File: src/rtl/imem_loader_if.sv
// rtl/imem_loader_if.sv - byte-stream and instruction-memory write bundle for the boot loader
`timescale 1ns/1ps

interface imem_loader_if #(
    parameter int ADDR_W = 12
);
    logic              in_valid;
    logic [7:0]        in_data;
    logic              in_ready;
    logic              we;
    logic [ADDR_W-1:0] waddr;
    logic [31:0]       wdata;
    logic              busy;
    logic              done;
    logic              err;
    logic [ADDR_W:0]   word_count;

    modport master (
        input  in_valid, in_data,
        output in_ready, we, waddr, wdata, busy, done, err, word_count
    );

    modport slave (
        output in_valid, in_data,
        input  in_ready, we, waddr, wdata, busy, done, err, word_count
    );
endinterface

File: src/rtl/imem_loader.sv
// rtl/imem_loader.sv - boot-time byte-stream to instruction-memory word writer
// Optional trailing checksum byte enabled by IMEM_LOADER_CHECKSUM_EN.
`timescale 1ns/1ps

module imem_loader #(
    parameter int ADDR_W = 12
) (
    input  logic          clk,
    input  logic          rst,
    imem_loader_if.master bus
);
    typedef enum logic [2:0] {
        S_IDLE,
        S_LEN_HI,
        S_DATA,
        S_FLUSH,
        S_CSUM,
        S_DONE,
        S_ERR
    } state_t;

    localparam logic [16:0]     MAX_WORDS = 17'(2 ** ADDR_W);
    localparam logic [ADDR_W:0] CNT_ONE   = (ADDR_W + 1)'(1);

    state_t            state;
    logic [7:0]        len_lo;
    logic [ADDR_W:0]   n_words;
    logic [ADDR_W:0]   count;
    logic [1:0]        lane;
    logic [23:0]       part;
    logic              we_q;
    logic [ADDR_W-1:0] waddr_q;
    logic [31:0]       wdata_q;
    logic              busy_q;
    logic              done_q;
    logic              err_q;
`ifdef IMEM_LOADER_CHECKSUM_EN
    logic [7:0]        sum;
`endif

    logic        ready;
    logic        accept;
    logic [16:0] len_full;
    logic        last_word;

    // Ready is decoded from state but forced low while reset is held.
    assign ready     = !rst && (state == S_IDLE || state == S_LEN_HI ||
                                state == S_DATA || state == S_CSUM);
    assign accept    = bus.in_valid && ready;
    assign len_full  = {1'b0, bus.in_data, len_lo};
    assign last_word = (count + CNT_ONE) == n_words;

    always_ff @(posedge clk or posedge rst) begin
        if (rst) begin
            state   <= S_IDLE;
            len_lo  <= '0;
            n_words <= '0;
            count   <= '0;
            lane    <= '0;
            part    <= '0;
            we_q    <= 1'b0;
            waddr_q <= '0;
            wdata_q <= '0;
            busy_q  <= 1'b0;
            done_q  <= 1'b0;
            err_q   <= 1'b0;
`ifdef IMEM_LOADER_CHECKSUM_EN
            sum     <= '0;
`endif
        end else begin
            we_q <= 1'b0;
            case (state)
                S_IDLE: begin
                    if (accept) begin
                        len_lo <= bus.in_data;
                        busy_q <= 1'b1;
                        state  <= S_LEN_HI;
                    end
                end
                S_LEN_HI: begin
                    if (accept) begin
                        if (len_full == 17'd0 || len_full > MAX_WORDS) begin
                            busy_q <= 1'b0;
                            err_q  <= 1'b1;
                            state  <= S_ERR;
                        end else begin
                            n_words <= len_full[ADDR_W:0];
                            lane    <= '0;
                            count   <= '0;
                            state   <= S_DATA;
                        end
                    end
                end
                S_DATA: begin
                    if (accept) begin
`ifdef IMEM_LOADER_CHECKSUM_EN
                        sum  <= sum + bus.in_data;
`endif
                        lane <= lane + 2'd1;
                        if (lane != 2'd3) begin
                            part <= {bus.in_data, part[23:8]};
                        end else begin
                            we_q    <= 1'b1;
                            waddr_q <= count[ADDR_W-1:0];
                            wdata_q <= {bus.in_data, part};
                            count   <= (count == n_words) ? count : count + CNT_ONE;
                            if (last_word) begin
`ifdef IMEM_LOADER_CHECKSUM_EN
                                state <= S_CSUM;
`else
                                state <= S_FLUSH;
`endif
                            end
                        end
                    end
                end
                // One cycle after the final write so done trails the last strobe.
                S_FLUSH: begin
                    busy_q <= 1'b0;
                    done_q <= 1'b1;
                    state  <= S_DONE;
                end
`ifdef IMEM_LOADER_CHECKSUM_EN
                S_CSUM: begin
                    if (accept) begin
                        busy_q <= 1'b0;
                        if (8'(sum + bus.in_data) == 8'd0) begin
                            done_q <= 1'b1;
                            state  <= S_DONE;
                        end else begin
                            err_q  <= 1'b1;
                            state  <= S_ERR;
                        end
                    end
                end
`endif
                S_DONE: state <= S_DONE;
                S_ERR:  state <= S_ERR;
                default: begin
                    busy_q <= 1'b0;
                    err_q  <= 1'b1;
                    state  <= S_ERR;
                end
            endcase
        end
    end

    assign bus.in_ready   = ready;
    assign bus.we         = we_q;
    assign bus.waddr      = waddr_q;
    assign bus.wdata      = wdata_q;
    assign bus.busy       = busy_q;
    assign bus.done       = done_q;
    assign bus.err        = err_q;
    assign bus.word_count = count;
endmodule
File: src/flat_wrapper.sv
// flat-port wrapper written by rule: the top's interface ports become plain ports
module imem_loader_flat 
#(
    parameter int ADDR_W = 12
)
  (clk, rst, bus_in_valid, bus_in_data, bus_in_ready, bus_we, bus_waddr, bus_wdata, bus_busy, bus_done, bus_err, bus_word_count);
  imem_loader_if #(.ADDR_W(ADDR_W)) bus_i ();
  input  logic clk;
  input  logic rst;
  input wire logic [$bits(bus_i.in_valid)-1:0] bus_in_valid;
  input wire logic [$bits(bus_i.in_data)-1:0] bus_in_data;
  output wire logic [$bits(bus_i.in_ready)-1:0] bus_in_ready;
  output wire logic [$bits(bus_i.we)-1:0] bus_we;
  output wire logic [$bits(bus_i.waddr)-1:0] bus_waddr;
  output wire logic [$bits(bus_i.wdata)-1:0] bus_wdata;
  output wire logic [$bits(bus_i.busy)-1:0] bus_busy;
  output wire logic [$bits(bus_i.done)-1:0] bus_done;
  output wire logic [$bits(bus_i.err)-1:0] bus_err;
  output wire logic [$bits(bus_i.word_count)-1:0] bus_word_count;
  assign bus_i.in_valid = bus_in_valid;
  assign bus_i.in_data = bus_in_data;
  assign bus_in_ready = bus_i.in_ready;
  assign bus_we = bus_i.we;
  assign bus_waddr = bus_i.waddr;
  assign bus_wdata = bus_i.wdata;
  assign bus_busy = bus_i.busy;
  assign bus_done = bus_i.done;
  assign bus_err = bus_i.err;
  assign bus_word_count = bus_i.word_count;
  imem_loader #(.ADDR_W(ADDR_W)) u_core (.clk(clk), .rst(rst), .bus(bus_i));
endmodule
File: config.mk
export PLATFORM = sky130hd
export DESIGN_NAME = imem_loader_flat
export DESIGN_NICKNAME = d
export VERILOG_FILES = /design/src/rtl/imem_loader_if.sv /design/src/rtl/imem_loader.sv /design/src/flat_wrapper.sv
export SDC_FILE = /design/constraint.sdc
export NUM_CORES = 1
export LEC_CHECK = 0
export ABC_AREA = 1
export CAP_MARGIN = 10
export CORE_ASPECT_RATIO = 1.75
export CORE_UTILIZATION = 40
export DETAILED_ROUTE_END_ITERATION = 12
export GPL_ROUTABILITY_DRIVEN = 0
export GPL_TIMING_DRIVEN = 0
export PLACE_DENSITY = 0.74
export SLEW_MARGIN = 5
export SYNTH_ARGS = -nofsm -noshare
export SYNTH_HDL_FRONTEND = slang
export SYNTH_SLANG_ARGS = --single-unit
File: constraint.sdc
create_clock -name clk -period 7.98 [get_ports clk]
set_input_delay 1.596 -clock clk [delete_from_list [all_inputs] [get_ports clk]]
set_output_delay 1.596 -clock clk [all_outputs]
set_load 0.005 [all_outputs]
# [After elaboration in Yosys (flattened, before gate mapping)]
# Cells that the tools add are included.
[op_classes] addsub=2 n_lt_le_gt_ge=1 mux=27 n_eq_ne=17 n_bitwise=4 reduce_logical=22
[op_table] op="$mux 13" n=5
[op_table] op="$eq 13x13->1" n=2
[op_table] op="$pmux 13 s2" n=1
[op_table] op="$mux 3" n=6
[op_table] op="$logic_not 17->1" n=1
[op_table] op="$gt 16x13->1 const B" n=1
[op_table] op="$add 13x1->13 const B" n=1
[op_table] op="$pmux 3 s4" n=1
[op_table] op="$reduce_and 3->1" n=4
[op_table] op="$ne 2x2->1 const B" n=5
[op_table] op="$eq 3x3->1 const B" n=3
[op_table] op="$mux 1" n=8
[op_table] op="$ne 2x1->1 const B" n=4
[op_table] op="$reduce_and 4->1" n=2
[op_table] op="$eq 3x2->1 const B" n=2
[op_table] op="$mux 2" n=3
[op_table] op="$reduce_and 6->1" n=1
[op_table] op="$reduce_and 5->1" n=1
[op_table] op="$reduce_or 5->1" n=1
[op_table] op="$logic_or 1x1->1" n=4
[op_table] op="$not 1->1" n=4
[op_table] op="$pmux 2 s2" n=1
[op_table] op="$eq 3x1->1 const B" n=1
[op_table] op="$logic_not 3->1" n=1
[op_table] op="9 further kinds" n=10
[word_totals] register_bits=111 output_inout_bits=62

# [Depth between registers and ports, before layout]
[logic_depth] depth_word=8 depth_mapped=15 mapped_depth_nobuf=14

# [Least setup slack after synthesis]
# OpenSTA, ideal clock, no wires.
[synth_timing] path_kind="input -> output" startpoint="input port rst" endpoint="output port bus_in_ready" required_time_ns=6.384 cell_stages=3 setup_slack_ns=2.044 arrival_time_ns=4.340 path_cell_list="inv_1 > nand2_1 > a21oi_2"
[synth_via] elab_chain_cells=2
[synth_lines] item="start: declaration" line="flat_wrapper.sv:9" source="input logic rst;"
[synth_lines] item="$logic_not 1->1 (no line)"
[synth_lines] item="$logic_and 1x1->1" line="imem_loader.sv:47" source="assign ready = !rst && (state == S_IDLE || state == S_LEN_HI ||"
[synth_lines] item="end: declaration" line="flat_wrapper.sv:12" source="output wire logic [$bits(bus_i.in_ready)-1:0] bus_in_ready;"
# Every way passes these cells.

# [Final worst setup path]
# Ends and elaborated chain as after synthesis.

==> flow_summary.html <==
<table>
<tr><th>Metric</th><th>Value</th></tr>
<tr><th colspan="2">Status</th></tr>
<tr><td>Status</td><td>completed</td></tr>
<tr><th colspan="2">Routing</th></tr>
<tr><td>Number of routed nets with antenna violations</td><td>0</td></tr>
<tr><td>DR vias</td><td>4,462</td></tr>
<tr><td>Detail Route met2 WL</td><td>7350 µm</td></tr>
<tr><td>Via/cell ratio</td><td>5.15</td></tr>
<tr><td>Total met3 wirelength after detailed routing</td><td>477 µm</td></tr>
<tr><td>DRT met1 WL</td><td>4920 µm</td></tr>
<tr><td>Drt total wl</td><td>13,300 µm</td></tr>
<tr><td>Wire per inst</td><td>15.4 µm</td></tr>
<tr><td>Detailed-router iteration count before antenna repair</td><td>6</td></tr>
<tr><td>Uppermost metal layer occupied by signal nets</td><td>met4</td></tr>
<tr><td>Starting DRT DRC Count</td><td>296</td></tr>
<tr><td>Drc violations</td><td>0</td></tr>
<tr><th colspan="2">Yosys</th></tr>
<tr><td>Share of synthesized flip-flops with an asynchronous set or reset</td><td>1.00</td></tr>
<tr><td>Count of unique library cells instantiated by Yosys</td><td>34</td></tr>
<tr><td>Number of register bits inferred by synthesis</td><td>111</td></tr>
<tr><td>Top flip-flop cell by instance count after synthesis</td><td>sky130_fd_sc_hd__dfrtp_1</td></tr>
<tr><td>Dominant cell by count in the synthesized netlist</td><td>sky130_fd_sc_hd__nand2_1</td></tr>
<tr><td>Post-synth design cell area</td><td>5080 µm²</td></tr>
<tr><td>Syn Nets</td><td>622</td></tr>
<tr><td>Commonest cells in the netlist</td><td>206 x sky130_fd_sc_hd__nand2_1, 111 x sky130_fd_sc_hd__dfrtp_1, 79 x sky130_fd_sc_hd__o21ai_0</td></tr>
<tr><td>Sequential-to-total area share from yosys stat</td><td>0.546</td></tr>
<tr><td>Synthesized netlist cell count</td><td>609</td></tr>
<tr><td>Syn_area_per_cell</td><td>8.35 µm²</td></tr>
<tr><td>Number of synthesized flops with an enable pin</td><td>0</td></tr>
<tr><td>Area fraction of the dominant cell type after synthesis</td><td>0.546</td></tr>
<tr><td>Top cells by area in the synthesized netlist</td><td>sky130_fd_sc_hd__dfrtp_1 55%, sky130_fd_sc_hd__nand2_1 15%, sky130_fd_sc_hd__o21ai_0 7.8%, sky130_fd_sc_hd__inv_1 4.4%, sky130_fd_sc_hd__nand3_1 2.1%</td></tr>
<tr><td>Library cell with the largest summed area after synthesis</td><td>sky130_fd_sc_hd__dfrtp_1</td></tr>
<tr><td>Count of yosys warnings during synthesis</td><td>0</td></tr>
<tr><th colspan="2">Power</th></tr>
<tr><td>Cell area power density</td><td>164 nW/µm²</td></tr>
<tr><td>Worst voltage drop across the vdd grid</td><td>105 µV</td></tr>
<tr><td>Lkg Pwr</td><td>2.93 nW</td></tr>
<tr><th colspan="2">Floorplanning</th></tr>
<tr><td>Total Die Area</td><td>13,200 µm²</td></tr>
<tr><td>Die Ht</td><td>151 µm</td></tr>
<tr><td>Effective utilization at floorplan</td><td>0.409</td></tr>
<tr><td>Number of placement rows</td><td>54</td></tr>
<tr><td>Floorplan die width</td><td>87.2 µm</td></tr>
<tr><td>Area of the placeable core</td><td>12,400 µm²</td></tr>
<tr><td>Number of top-level design ports</td><td>73</td></tr>
<tr><th colspan="2">Worst setup path</th></tr>
<tr><td>Data arrival time at the worst-slack endpoint</td><td>3660 ps</td></tr>
<tr><td>Worst-path maximum fanout</td><td>65</td></tr>
<tr><td>Worst R2R End</td><td>u_core.state[1]</td></tr>
<tr><td>Critical path start-end classification</td><td>input pin to primary output</td></tr>
<tr><td>Critical path launch point type</td><td>input pin</td></tr>
<tr><td>Worst reg-to-reg setup slack</td><td>5680 ps</td></tr>
<tr><td>Depth of the worst register-to-register path</td><td>11</td></tr>
<tr><td>Type of element capturing the critical path</td><td>primary output</td></tr>
<tr><td>Required time of the worst setup path</td><td>6380 ps</td></tr>
<tr><td>Worst reg2reg startpoint</td><td>u_core.bus.word_count[1]</td></tr>
<tr><th colspan="2">Clocking</th></tr>
<tr><td>Number of buffers created by CTS</td><td>9</td></tr>
<tr><td>Clock tree from TritonCTS</td><td>done</td></tr>
<tr><td>CTS H-tree depth</td><td>3</td></tr>
<tr><td>Maximum count of clock buffers along a single path</td><td>2</td></tr>
<tr><td>Clock-pin slew of the registers on the worst-case setup and hold paths</td><td>80 ps</td></tr>
<tr><td>Post-CTS setup buffer count</td><td>0</td></tr>
<tr><td>Clock Root Buffer</td><td>sky130_fd_sc_hd__clkbuf_16</td></tr>
<tr><td>Quantity of gates resized following cts</td><td>0</td></tr>
<tr><td>Clock sink count</td><td>111</td></tr>
<tr><td>Number of buffers added to fix hold violations after cts</td><td>0</td></tr>
<tr><td>Clock network latency to the later pin of the worst-skew pair</td><td>360 ps</td></tr>
<tr><th colspan="2">Global routing</th></tr>
<tr><td>Global-route wire length before repair</td><td>21,700 µm</td></tr>
<tr><td>Via count of the first global-routing pass</td><td>4,429</td></tr>
<tr><td>All-Layer GR Usage</td><td>0.218</td></tr>
<tr><td>Number of antenna violations at the first check in global routing</td><td>0</td></tr>
<tr><td>Largest net degree at the start of global routing</td><td>66</td></tr>
<tr><td>Overflow left after global routing</td><td>0</td></tr>
<tr><th colspan="2">Min path</th></tr>
<tr><td>Hold/Removal Path Class</td><td>flip-flop to flip-flop</td></tr>
<tr><td>Capture endpoint of the worst hold path</td><td>u_core.bus.wdata[6]</td></tr>
<tr><td>Hold Path Stages</td><td>2</td></tr>
<tr><td>HP Start</td><td>u_core.part[6]</td></tr>
<tr><th colspan="2">Finish</th></tr>
<tr><td>Synth-to-layout area growth</td><td>24.9%</td></tr>
<tr><td>Final Non-Filler Cells</td><td>866</td></tr>
<tr><td>Net total in the final layout</td><td>706</td></tr>
<tr><td>Share of post-route cells with drive strength above 1</td><td>0.0774</td></tr>
<tr><td>Utilization after layout</td><td>0.511</td></tr>
<tr><td>Antenna diodes</td><td>0</td></tr>
<tr><th colspan="2">Place</th></tr>
<tr><td>Cell count after placement</td><td>850</td></tr>
<tr><td>Placed wire-length estimate</td><td>10000 µm</td></tr>
<tr><td>Number of I/O port buffers</td><td>72</td></tr>
<tr><th colspan="2">STA</th></tr>
<tr><td>Final Setup Violations</td><td>0</td></tr>
<tr><td>Final-report max-slew violation count</td><td>0</td></tr>
<tr><td>Worst Clk Skew</td><td>8.03 ps</td></tr>
<tr><td>Summed negative setup slack over all endpoints</td><td>0 ps</td></tr>
<tr><td>Worst slew margin relative to its limit</td><td>0.564</td></tr>
<tr><td>Period Utilization, post-route</td><td>0.659</td></tr>
<tr><td>Slew at the pin with the worst max-slew slack</td><td>654 ps</td></tr>
<tr><td>Fmax</td><td>0.190 GHz</td></tr>
<tr><td>Unrepaired setup endpoints after global routing</td><td>false</td></tr>
<tr><td>Worst hold slack after final layout</td><td>481 ps</td></tr>
<tr><td>Final critical path time including I/O delays and setup</td><td>5260 ps</td></tr>
<tr><td>Count of endpoints failing hold in the final timing report</td><td>0</td></tr>
<tr><th colspan="2">Job</th></tr>
<tr><td>MaxCap Viol Count</td><td>0</td></tr>
</table>
-- through the flow --
step | power [W] | instance area, µm² | setup WS, ps
2_1_floorplan | 0.000584 | 5080 | 2040
3_3_place_gp | 0.000594 | 6010 | 307
3_5_place_dp | 0.000596 | 6040 | 2650
4_1_cts | 0.00105 | 6350 | 2660
5_1_grt | 0.00108 | 6350 | 2480
6_report | 0.00104 | 6350 | 2720
-- layout by cell type (no fill, tap or decap), drive strengths merged --
| master | n |
|---|---|
| a21oi | 6 |
| a31oi | 1 |
| buf | 15 |
| clkbuf | 19 |
| clkdlybuf4s50 | 72 |
| clkinv | 2 |
| dfrtp | 111 |
| ha | 2 |
| inv | 68 |
| nand2 | 209 |
| nand3 | 23 |
| nand3b | 1 |
| nand4 | 15 |
| nor2 | 32 |
| nor3 | 2 |
| o211ai | 1 |
| o21ai | 95 |
| o21bai | 2 |
| o221ai | 1 |
| o22ai | 1 |
| o31ai | 1 |
| or2 | 2 |
| xnor2 | 8 |
| xor2 | 9 |
-- routing by layer --
layer | vias up | track usage
li1 | 2115 | -
met1 | 2157 | 0.232
met2 | 147 | 0.407
met3 | 43 | 0.0289
met4 | 0 | 0.122
met5 | - | 0
-- how the worst max path moves through the flow --
stage,to,start,slack (ps),depth (start not counted)
floorplan,bus_in_ready,rst,2040,3
global placement,bus_in_ready,rst,310,5
detailed placement,bus_in_ready,rst,2650,6
CTS,bus_in_ready,rst,2660,6
global route,bus_in_ready,rst,2480,6
finish,bus_in_ready,rst,2720,6
-- layout make-up --
cell class / count / area (µm²)
Fill cell: 1169 / 6080
Sequential cell: 111 / 2780
Multi-Input combinational cell: 411 / 1950
Timing Repair Buffer: 73 / 748
Inverter: 63 / 241
Clock buffer: 9 / 225
Tap cell: 168 / 210
Buffer: 24 / 118
Clock inverter: 7 / 78.8
-- power breakdown --
group          internal (W)  leakage, nW  switching [W]  total (W)
logic            0.00000645         1.24      0.0000158  0.0000223
clock network      0.000225        0.151       0.000234   0.000459
registers          0.000562         1.54              0   0.000562
total              0.000794         2.93       0.000250    0.00104
-- sequential cells by signal, summed over array words and instances (netlist names) --
name,count
u_core.bus.wdata,32
u_core.part,24
u_core.bus.word_count,13
u_core.n_words,13
u_core.bus.waddr,12
u_core.len_lo,8
u_core.state,3
u_core.lane,2
u_core.bus.busy,1
u_core.bus.done,1
u_core.bus.err,1
u_core.bus.we,1
-- logic make-up (layout without fill, tap and decap cells) --
logic type                 after synthesis  count (layout)  synth area share
and+or+nand+nor                        284             284             0.237
DFF                                    111             111             0.546
AOI/OAI and AO/OA                      108             108             0.112
buffers and inverters                   87             176            0.0701
xor gates and xnor gates                17              17            0.0293
adders and majority gates                2               2           0.00492
-- critical path, stage by stage --
cell	delay, ps
sky130_fd_sc_hd__clkdlybuf4s50_1	440
sky130_fd_sc_hd__inv_4	450
sky130_fd_sc_hd__buf_16	350
sky130_fd_sc_hd__nand2_1	110
sky130_fd_sc_hd__a21oi_2	140
sky130_fd_sc_hd__clkdlybuf4s50_1	520
(Power assumes the default switching activity.)
